--- src/rtl/player_sprite_sequencer.sv ---
// Player sprite animation controller: tracks IDLE/WALK/JUMP, facing and walk frame,
// and produces a registered, optionally mirrored, address into the shared player ROM.
module player_sprite_sequencer #(
    parameter int SPRITE_W    = 30,
    parameter int SPRITE_H    = 30,
    parameter int HALF        = 15,
    parameter int WALK_FRAMES = 4,
    parameter int FRAME_HOLD  = 6,
    parameter int ADDR_W      = 13
) (
    input  logic              vga_clk,
    input  logic              reset_n,
    input  logic              frame_start,
    input  logic              move_left,
    input  logic              move_right,
    input  logic              jump_req,
    input  logic              on_ground,
    input  logic [9:0]        BallX,
    input  logic [9:0]        BallY,
    input  logic [9:0]        DrawX,
    input  logic [9:0]        DrawY,
    input  logic              blank,
    output logic [ADDR_W-1:0] rom_address,
    output logic              sprite_hit,
    output logic              facing_left,
    output logic [1:0]        anim_state,
    output logic [2:0]        frame_idx
);

    localparam int HOLD_W = $clog2(FRAME_HOLD + 1);

    typedef enum logic [1:0] {
        ST_IDLE = 2'd0,
        ST_WALK = 2'd1,
        ST_JUMP = 2'd2
    } state_t;

    state_t            state, state_nxt;
    logic              facing_nxt;
    logic [2:0]        walk_idx, walk_idx_nxt;
    logic [HOLD_W-1:0] hold_cnt, hold_nxt;
    logic              dir;

    assign dir        = move_left ^ move_right;
    assign anim_state = state;

    always_ff @(posedge vga_clk or negedge reset_n) begin
        if (!reset_n) begin
            state       <= ST_IDLE;
            facing_left <= 1'b0;
            walk_idx    <= '0;
            hold_cnt    <= '0;
        end else begin
            state       <= state_nxt;
            facing_left <= facing_nxt;
            walk_idx    <= walk_idx_nxt;
            hold_cnt    <= hold_nxt;
        end
    end

    // Everything holds between frame_start pulses.
    always_comb begin
        state_nxt    = state;
        facing_nxt   = facing_left;
        walk_idx_nxt = walk_idx;
        hold_nxt     = hold_cnt;
        if (frame_start) begin
            if (move_left && !move_right) begin
                facing_nxt = 1'b1;
            end else if (move_right && !move_left) begin
                facing_nxt = 1'b0;
            end

            if (jump_req && on_ground && state != ST_JUMP) begin
                state_nxt = ST_JUMP;
            end else begin
                case (state)
                    ST_JUMP: if (on_ground && !jump_req) state_nxt = dir ? ST_WALK : ST_IDLE;
                    ST_IDLE: if (dir) state_nxt = ST_WALK;
                    ST_WALK: if (!dir) state_nxt = ST_IDLE;
                    default: state_nxt = ST_IDLE;
                endcase
            end

            // Counters only run while staying in WALK; entering or leaving clears them.
            if (state_nxt == ST_WALK && state == ST_WALK) begin
                if (hold_cnt == HOLD_W'(FRAME_HOLD - 1)) begin
                    hold_nxt     = '0;
                    walk_idx_nxt = (walk_idx == 3'(WALK_FRAMES - 1)) ? 3'd0 : walk_idx + 3'd1;
                end else begin
                    hold_nxt = hold_cnt + HOLD_W'(1);
                end
            end else begin
                hold_nxt     = '0;
                walk_idx_nxt = '0;
            end
        end
    end

    always_comb begin
        frame_idx = 3'd0;
        case (state)
            ST_WALK: frame_idx = walk_idx + 3'd1;
            ST_JUMP: frame_idx = 3'(WALK_FRAMES + 1);
            default: frame_idx = 3'd0;
        endcase
    end

    // 12-bit two's complement offsets so sprites near the screen edge never alias into a hit.
    logic [11:0]       lx, ly, ex;
    logic              in_x, in_y, hit_c;
    logic [ADDR_W-1:0] addr_c;

    assign lx    = {2'b00, DrawX} + 12'(HALF) - {2'b00, BallX};
    assign ly    = {2'b00, DrawY} + 12'(HALF) - {2'b00, BallY};
    assign in_x  = !lx[11] && (lx < 12'(SPRITE_W));
    assign in_y  = !ly[11] && (ly < 12'(SPRITE_H));
    assign hit_c = in_x && in_y && blank;
    assign ex    = facing_left ? (12'(SPRITE_W - 1) - lx) : lx;

    assign addr_c = hit_c ? (ADDR_W'(frame_idx) * ADDR_W'(SPRITE_W * SPRITE_H)
                             + ADDR_W'(ly) * ADDR_W'(SPRITE_W) + ADDR_W'(ex))
                          : '0;

    always_ff @(posedge vga_clk or negedge reset_n) begin
        if (!reset_n) begin
            rom_address <= '0;
            sprite_hit  <= 1'b0;
        end else begin
            rom_address <= addr_c;
            sprite_hit  <= hit_c;
        end
    end

endmodule

--- config.mk ---
export PLATFORM = sky130hd
export DESIGN_NAME = player_sprite_sequencer
export DESIGN_NICKNAME = d
export VERILOG_FILES = /design/src/rtl/player_sprite_sequencer.sv
export SDC_FILE = /design/constraint.sdc
export NUM_CORES = 1
export LEC_CHECK = 0
export BUFFER_PORTS_ARGS = -buffer_cell sky130_fd_sc_hd__buf_4
export CAP_MARGIN = 20
export CORE_MARGIN = 5
export CORE_UTILIZATION = 59
export CTS_CLUSTER_DIAMETER = 30
export DETAILED_ROUTE_END_ITERATION = 12
export PLACE_DENSITY = 0.87
export SYNTH_ARGS = -nofsm -noshare
export SYNTH_HDL_FRONTEND = slang
export SYNTH_SLANG_ARGS = --single-unit
--- constraint.sdc ---
create_clock -name vga_clk -period 4.75 [get_ports vga_clk]
set_input_delay 0.475 -clock vga_clk [delete_from_list [all_inputs] [get_ports vga_clk]]
set_output_delay 0.475 -clock vga_clk [all_outputs]
set_load 0.01 [all_outputs]
==> metrics <==
Critical Path Fanout Max 3; Worst slew margin 58.0%; complex-gate fraction of the synthesized area 16.7%; Die Width 94.2 microns; slowest cell on the critical path fa_2; simple-gate area share of the yosys netlist 10.6%; Yosys reg bits 23; clock slew at reported path FFs 0.09 ns; Max-cap violations 0; Post-synth EDFFs 0; hold violation total from the final report 0; Final #Nets 776; footprint of the multi-input gates 0.00366 sq mm; most frequent cells in the layout buf_4, inv_1, ha_1; Post-route DRC 0; Final Cycle Share 119%; syn_nets 633; 1st-iter DRT viols 309; initial core utilization 61.2%; Crit Path Class primary input to flip-flop; I/O pin cnt 68; Setup crit start kind primary input; most common cell after layout, fill and taps aside buf_4; Max Buffers Root-to-Sink 2; Mapped Area 0.00418 sq mm; initial antenna violation count 0; Mapped Cells 477; CTS sink cnt 23; number of core rows 30; clock latency on the worst-skew pair 0.27 ns; WP buf/inv 5; Final Max Tran Viols 0; antenna-violating nets left 0; mux cell area share after synthesis 0.748%; hold_ws 0.0801 ns; # fillers 347; Top FF cell, synth dfrtp_1; final setup violation count 6; post-route setup slack -0.889 ns; CP Capture Type flip-flop; hold crit path type primary input to asynchronous set/reset pin; Worst Tran Pin Value 0.624 ns; ys async rst share 100%; die height 94.2 microns; Mean Syn Cell Area 8.77 sq um; Tmin final 5.64 ns; Reg area 576 sq um; unrepaired setup endpoints after global routing true; Std-Cell Core Area 0.00683 sq mm; vias per cell 5.75; DRT Pass-1 Iters 5; # hold bufs at CTS 0; Synth cell types 54; Yosys top cell by area ha_1; cts bufs inserted 3; Seq/Total Area, Yosys 13.8%; setup_tns -2.99 ns; die area 0.00888 sq mm; FMAX 0.177 GHz; Most common cell on crit path ha_4; H-tree lvl count 1; utilization after layout 85.6%; largest family of logic cells by synthesized area adder cells; grt total ovfl 0; WP data arrival 5.77 ns; WL/cell 18.2 microns; via count 4112; Synth warnings 0; crit-path leading delay family adder cells; XOR/XNOR share of the synthesized area 11.9%; CTS tree yes; number of global-route vias before repair 4251; largest net degree at the start of global routing 24; Post-Synth Adder-Cell Area 37.2%; largest cells by area after synthesis ha_1, dfrtp_1, fa_1; Total Routing Usage GR 25.8%; status finished with violations; GPL Wtd Cong 0.892; hpwl dp 9120 microns; Post-Route Skew 0.00784 ns; first-pass GRT wire length 18500 microns; violated checks negative setup slack; slowest stage delay, CP 0.57 ns; diode count 0; Layout area overhead 39.8%; share of Yosys cell area claimed by the top area cell type 24.5%; fraction of layout cells with a size suffix above 1 37.3%; port bufs 67; final WL 13000 microns; Worst Path Required 4.88 ns; clock root cell clkbuf_8; pre-CTS setup slack -0.931 ns
-- per-stage QoR --
stage,std cells,instance area [sq um]
global route,715,5850
floorplan,477,4350
finish,715,5850
global placement,704,5450
CTS,711,5650
detailed placement,704,5450
-- area by class of cell --
class / instances / share of cell area (%)
inverters: 93 / 6.01
repair buffers: 142 / 18.7
multi-input cells: 357 / 62.6
clock buffers: 3 / 0.706
well taps: 96 / 2.05
clock inverters: 1 / 0.0856
flip-flops and latches: 23 / 9.84
-- logic make-up after synthesis --
| family | Yosys count |
|---|---|
| adder cells (fa/ha/maj) | 109 |
| flip-flops | 23 |
| XOR/XNOR | 54 |
| multiplexers | 3 |
| buffers and inverters | 97 |
| AO/OA/AOI/OAI | 103 |
| AND/OR/NAND/NOR | 88 |
-- Yosys cell counts, drive strengths merged, types with 4 or more instances --
cell,count
xor2,23
nor2b,5
nand2,18
a21oi,27
a21o,9
o41ai,4
nor2,34
a31oi,4
inv,93
ha,82
nor4,4
o21bai,6
nand2b,6
xnor2,31
o21ai,24
nor3,5
dfrtp,23
nand3,6
fa,26
a211oi,6
-- repair_timing --
action	in CTS	in global routing
resized for setup	23	34
setup endpoints to repair	6	6
pin swaps	31	28
setup buffers	3	4
-- state kept, by name, summed over array words and instances, names as in the netlist --
signal,count
rom_address,13
hold_cnt,3
walk_idx,3
anim_state,2
facing_left,1
sprite_hit,1
-- worst paths after layout --
| path | startpoint | to | slack [ns] | depth (start not counted) |
|---|---|---|---|---|
| setup / recovery | BallY[1] | rom_address[12]$_DFF_PN0_ | -0.89 | 27 |
| hold / removal | reset_n | hold_cnt[2]$_DFFE_PN0P_ | 0.08 | 1 |
| setup reg to reg | anim_state[1]$_DFFE_PN0P_ | rom_address[12]$_DFF_PN0_ | -0.08 | 17 |
| hold reg to reg | walk_idx[1]$_DFFE_PN0P_ | walk_idx[1]$_DFFE_PN0P_ | 0.54 | 1 |
| max in group asynchronous | reset_n | rom_address[12]$_DFF_PN0_ | 4.43 | 1 |
| min in group vga_clk | frame_start | hold_cnt[0]$_DFFE_PN0P_ | 0.46 | 2 |
-- metal layers --
metal	wire length [microns]	part of all wire (%)	GRT usage [%]	vias up
met4	683	5.2	10.5	0
met5	0	0	0	-
met2	6670	51	50.3	234
met3	916	7.0	2.00	65
li1	-	-	-	1875
met1	4770	37	28.4	1938
Power is not shown: default switching activity piles up to over one toggle a cycle in this logic, so the estimate is an artifact.
